File: src/rtl/xbar_switch_allocator.sv
// Per-output round-robin wormhole switch allocator for the 5-port router crossbar (N,S,E,W,L).
// Latency: a request locks its output on the edge it is seen; the first flit moves the next cycle.
// Backpressure: out_ready_i low or an owner bubble holds the lock with pop_o/grant_valid_o at 0.
module xbar_switch_allocator (
  input  logic        clk,
  input  logic        rst,
  input  logic [4:0]  req_i,
  input  logic [14:0] dest_i,
  input  logic [4:0]  tail_i,
  input  logic [4:0]  out_ready_i,
  output logic [4:0]  pop_o,
  output logic [4:0]  grant_valid_o,
  output logic [14:0] sel_o,
  output logic [4:0]  busy_o,
  output logic        bad_dest_o
);

  localparam int NPORT = 5;

  typedef enum logic {
    ST_IDLE   = 1'b0,
    ST_LOCKED = 1'b1
  } state_e;

  // Per-output FSM state, owning input and round-robin pointer.
  state_e     r_state     [NPORT];
  state_e     w_state_nxt [NPORT];
  logic [2:0] r_owner     [NPORT];
  logic [2:0] w_owner_nxt [NPORT];
  logic [2:0] r_ptr       [NPORT];
  logic [2:0] w_ptr_nxt   [NPORT];
  logic       r_bad_dest;

  // Decoded per-input destination and ownership.
  logic [2:0] w_dest      [NPORT];
  logic [4:0] w_is_owner;

  // w_cand[j][k]: input k competes for output j this cycle.
  logic [4:0] w_cand      [NPORT];
  // w_pick[j] = {found, winner index}.
  logic [3:0] w_pick      [NPORT];
  logic [4:0] w_xfer;
  logic       w_bad_any;

  // First set bit of cand scanning ptr+1, ptr+2, ... modulo NPORT, so the
  // input named by ptr (the previous winner) has the lowest priority.
  function automatic logic [3:0] rr_pick(input logic [4:0] cand, input logic [2:0] ptr);
    logic [3:0] res;
    int         c;
    res = '0;
    for (int i = 1; i <= NPORT; i++) begin
      c = (int'(ptr) + i) % NPORT;
      if (!res[3] && cand[c]) begin
        res = {1'b1, c[2:0]};
      end
    end
    return res;
  endfunction

  // Split the packed destination bus and mark every input that currently owns an output.
  always_comb begin
    w_is_owner = '0;
    for (int k = 0; k < NPORT; k++) begin
      w_dest[k] = dest_i[3*k +: 3];
    end
    for (int j = 0; j < NPORT; j++) begin
      if (r_state[j] == ST_LOCKED) begin
        w_is_owner[r_owner[j]] = 1'b1;
      end
    end
  end

  // Candidate sets, per-output winners, transfer strobes and the invalid-destination detect.
  // Owners are excluded from candidacy, so no two outputs can ever pick the same input.
  always_comb begin
    w_bad_any = 1'b0;
    w_xfer    = '0;
    for (int j = 0; j < NPORT; j++) begin
      w_cand[j] = '0;
    end
    for (int k = 0; k < NPORT; k++) begin
      for (int j = 0; j < NPORT; j++) begin
        w_cand[j][k] = req_i[k] & ~w_is_owner[k] & (w_dest[k] == 3'(j));
      end
      if (req_i[k] && !w_is_owner[k] && (w_dest[k] >= 3'd5)) begin
        w_bad_any = 1'b1;
      end
    end
    for (int j = 0; j < NPORT; j++) begin
      w_pick[j] = rr_pick(w_cand[j], r_ptr[j]);
      w_xfer[j] = (r_state[j] == ST_LOCKED) & req_i[r_owner[j]] & out_ready_i[j];
    end
  end

  // Next-state logic: IDLE locks to the round-robin winner; LOCKED releases after the tail moves.
  always_comb begin
    for (int j = 0; j < NPORT; j++) begin
      w_state_nxt[j] = r_state[j];
      w_owner_nxt[j] = r_owner[j];
      w_ptr_nxt[j]   = r_ptr[j];
      case (r_state[j])
        ST_IDLE: begin
          if (w_pick[j][3]) begin
            w_owner_nxt[j] = w_pick[j][2:0];
            w_state_nxt[j] = ST_LOCKED;
          end
        end
        ST_LOCKED: begin
          if (w_xfer[j] && tail_i[r_owner[j]]) begin
            w_state_nxt[j] = ST_IDLE;
            w_ptr_nxt[j]   = r_owner[j];
          end
        end
        default: begin
          w_state_nxt[j] = ST_IDLE;
        end
      endcase
    end
  end

  // State registers; reset drops every lock at once and gives input 0 first priority.
  always_ff @(posedge clk or posedge rst) begin
    if (rst) begin
      for (int j = 0; j < NPORT; j++) begin
        r_state[j] <= ST_IDLE;
        r_owner[j] <= 3'd0;
        r_ptr[j]   <= 3'd4;
      end
      r_bad_dest <= 1'b0;
    end else begin
      for (int j = 0; j < NPORT; j++) begin
        r_state[j] <= w_state_nxt[j];
        r_owner[j] <= w_owner_nxt[j];
        r_ptr[j]   <= w_ptr_nxt[j];
      end
      r_bad_dest <= w_bad_any;
    end
  end

  // Crossbar selects and busy flags come from registers; pops follow the transfer strobes.
  always_comb begin
    pop_o         = '0;
    sel_o         = '0;
    busy_o        = '0;
    grant_valid_o = w_xfer;
    for (int j = 0; j < NPORT; j++) begin
      sel_o[3*j +: 3] = r_owner[j];
      busy_o[j]       = (r_state[j] == ST_LOCKED);
      if (w_xfer[j]) begin
        pop_o[r_owner[j]] = 1'b1;
      end
    end
  end

  assign bad_dest_o = r_bad_dest;

endmodule

File: config.mk
export PLATFORM = sky130hd
export DESIGN_NAME = xbar_switch_allocator
export DESIGN_NICKNAME = d
export VERILOG_FILES = /design/src/rtl/xbar_switch_allocator.sv
export SDC_FILE = /design/constraint.sdc
export NUM_CORES = 1
export LEC_CHECK = 0
export BUFFER_PORTS_ARGS = -buffer_cell sky130_fd_sc_hd__buf_4
export CORE_MARGIN = 2
export CORE_UTILIZATION = 45
export DETAILED_ROUTE_END_ITERATION = 7
export GPL_TIMING_DRIVEN = 0
export PLACE_DENSITY = 0.73
export SYNTH_ARGS = -nofsm -noshare
export SYNTH_HDL_FRONTEND = slang
export SYNTH_SLANG_ARGS = --single-unit
File: constraint.sdc
create_clock -name clk -period 4.45 [get_ports clk]
set_input_delay 0.445 -clock clk [delete_from_list [all_inputs] [get_ports clk]]
set_output_delay 0.445 -clock clk [all_outputs]
set_load 0.02 [all_outputs]
==> reports/metrics.yaml <==
status:
  outcome: "finished clean"
clocking:
  clkSinkCount: 36
  cts_tree: "built"
  cts-htree-levels: 2
  cts_buffers: 5
  cts-hold-fix-buffers: 0
  clock_path_buffers: 2
  clk_latency_ns: 0.29
  root_buffer: "clkbuf_16"
  path_clk_slew_ns: 0.06
yosys:
  syn_nets: 1546
  synth_top_area_cell: "ha_1"
  yosysMostFrequentCell: "ha_1"
  yosysWarnings: 0
  async_flop_share_pct: 100.0
  syn_avg_cell_area_um2: 7.588
  ys_types: 106
  synth_top_area_share_pct: 15.25
  synth_edf_count: 0
  syn_area_um2: 10500
  synthTopCellsByCount: "128 x ha_1, 101 x inv_1, 97 x nor2_1, 91 x nand2_1, 82 x a21oi_1"
  syn-instance-count: 1384
  seq_area_frac_synth_pct: 8.638
  ys_ff_latch: 36
  synthFlopType: "dfrtp_1"
  synth_area_leaders: "ha_1 15%, dfrtp_1 7.4%, mux2i_1 5.0%"
worst_setup_path:
  path_class: "flip-flop to flip-flop"
  critPathLaunchType: "flip-flop"
  r2r-start: "r_ptr[3]$_DFFE_PP0P_"
  cp_slowest_stage_delay_ns: 0.38
  arrival_ns: 4.62
  critPathMaxFanout: 10
  cp_cell_sequence: "buf_6 > buf_8 > clkinvlp_4 > ha_4 > xnor2_4 > inv_2 > ha_2 > o31ai_4 > xnor2_2 > ha_1 > nand2b_4 > o311ai_1 > a21oi_1 > buf_4 > buf_4 > mux2i_2 > nand2_1 > o22ai_1 > inv_1 > o22a_1 > o2111ai_1 > o221a_2"
  end_kind: "flip-flop"
  crit_path_frequent_cell: "buf_4"
  worst-endpoint-required_ns: 4.67
  cp_slowest_cell: "dfrtp_2"
  worstSetupStartpoint: "r_ptr[3]$_DFFE_PP0P_"
floorplan:
  start_util_pct: 46.10
  die_h_um: 156.8
  dieArea_um2: 24570
  num_rows: 55
  io_pins: 63
  die_w_um: 156.8
  core-area_um2: 22780
global_route:
  grt_pass1_vias: 10170
  grt_overflow_total: 0
  grt_util_all_layers_pct: 25.56
  grt_antenna_before_repair: 0
  grt_max_degree: 37
  grt_pass1_wl_mm: 51.54
place:
  port_buffers: 62
  gp_congestion: 0.9707
  post-dp-hpwl_mm: 24.79
  pre_cts_ws_ns: -1.075
  place_inst: 1759
routing:
  vias: 11460
  avgViaCountPerCell: 6.237
  wirelength_mm: 33.77
  drt_first_pass_iters: 5
  drcViolationCount: 0
  ant_nets: 0
  wl_per_cell_um: 18.37
  drt_iter0_markers: 1089
sta:
  finalHoldViolations: 0
  setup_tns_ns: 0
  period_share_pct: 98.89
  skew_ns: 0.007582
  slew_headroom_pct: 16.12
  tightest_slew_ns: 1.242
  whs_ns: 0.3432
  finalSetupViolCount: 0
  fin_crit_ns: 4.401
  drv_slew: 0
  setup_ws_ns: 0.04946
  timing.fmax_ghz: 0.2272
final_layout:
  fin_cells: 1838
  areaGrowthSynthToFinish_pct: 23.19
  diodes: 0
  final_layout_size_suffix_gt1_share_pct: 25.31
  final_nets: 1686
worst_hold_path:
  hp-class: "input port to async pin"
run:
  drv_cap: 0
path summary, 6_finish.rpt:
path                                         end  slack (ns)  cells after the start
setup / recovery            sel_o[9]$_DFFE_PP0P_        0.05                     22
hold / removal             r_ptr[13]$_DFFE_PP0P_        0.34                      2
setup reg to reg            sel_o[9]$_DFFE_PP0P_        0.05                     22
hold reg to reg             sel_o[4]$_DFFE_PP0P_        0.65                      2
max in group asynchronous  r_ptr[10]$_DFFE_PP0P_        3.51                      2
min in group clk            bad_dest_o$_DFF_PP0_        0.45                      3
logic make-up (layout without fill, tap and decap cells):
kind of cell               after synthesis  after routing  share of synthesized area [%]
and+or+nand+nor                        525            525                          29.24
AOI/OAI and AO/OA                      393            393                          26.25
DFF                                     36             36                          8.638
muxes                                   86             86                          9.353
buffers and inverters                  168            309                          6.553
xor gates and xnor gates                46             46                          4.337
adders and majority gates              130            130                          15.63
cell type report:
class / instances / area [um^2]
Tap cell: 313 / 391.6
Buffer: 57 / 354.1
Inverter: 109 / 442.9
Sequential cell: 36 / 919.6
Timing Repair Buffer: 135 / 1013
Multi-Input combinational cell: 1180 / 9668
Fill cell: 2057 / 9842
Clock buffer: 8 / 146.4
state kept, by name, summed over array words and instances (netlist names):
| name | flops |
|---|---|
| r_ptr | 15 |
| sel_o | 15 |
| busy_o | 5 |
| bad_dest_o | 1 |
metal layers:
metal,vias up,share of wire [%],GRT usage [%]
li1,5489,-,-
met1,5456,43,34.54
met2,443,47,42.48
met3,75,6.7,3.102
met4,0,3.0,7.776
met5,-,0,0
stage by stage:
| step | instance area, um^2 | util [%] |
|---|---|---|
| 4_1_cts | 12170 | 53.42 |
| 2_1_floorplan | 10550 | - |
| 3_5_place_dp | 11400 | 50.06 |
| 3_3_place_gp | 11400 | 50.06 |
| 5_1_grt | 12940 | 56.79 |
| 6_report | 12940 | 56.79 |
placed cells by master, fill, tap and decap left out, types with 24 or more instances in the layout:
cell and n:
nor2_1 94, nand2_1 90, inv_1 86, buf_4 140, nand2b_1 44, mux2i_1 48
o21ai_0 58, nand4_1 24, a21oi_1 71, nor3_1 33, nand3_1 40, clkbuf_1 30
ha_1 110, mux2_2 27
timing repair:
action,CTS,global route
hold endpoints to repair,0,0
buffers inserted,32,41
gates resized for setup,92,104
endpoints found under the setup margin,20,20
pin swaps,17,43
worst max-delay path, delay by kind of cell, from the launching register on:
kind / cells / cell delay (ns)
xor gates and xnor gates: 2 / 0.36
AOI/OAI and AO/OA: 7 / 1.52
muxes: 1 / 0.36
adders and majority gates: 3 / 0.64
and+or+nand+nor: 2 / 0.25
buffers and inverters: 7 / 0.82
DFF: 1 / 0.38
Power is left out: the tool's default activity adds up to more than one toggle a clock period on the data nets, which glitch-free logic cannot reach.
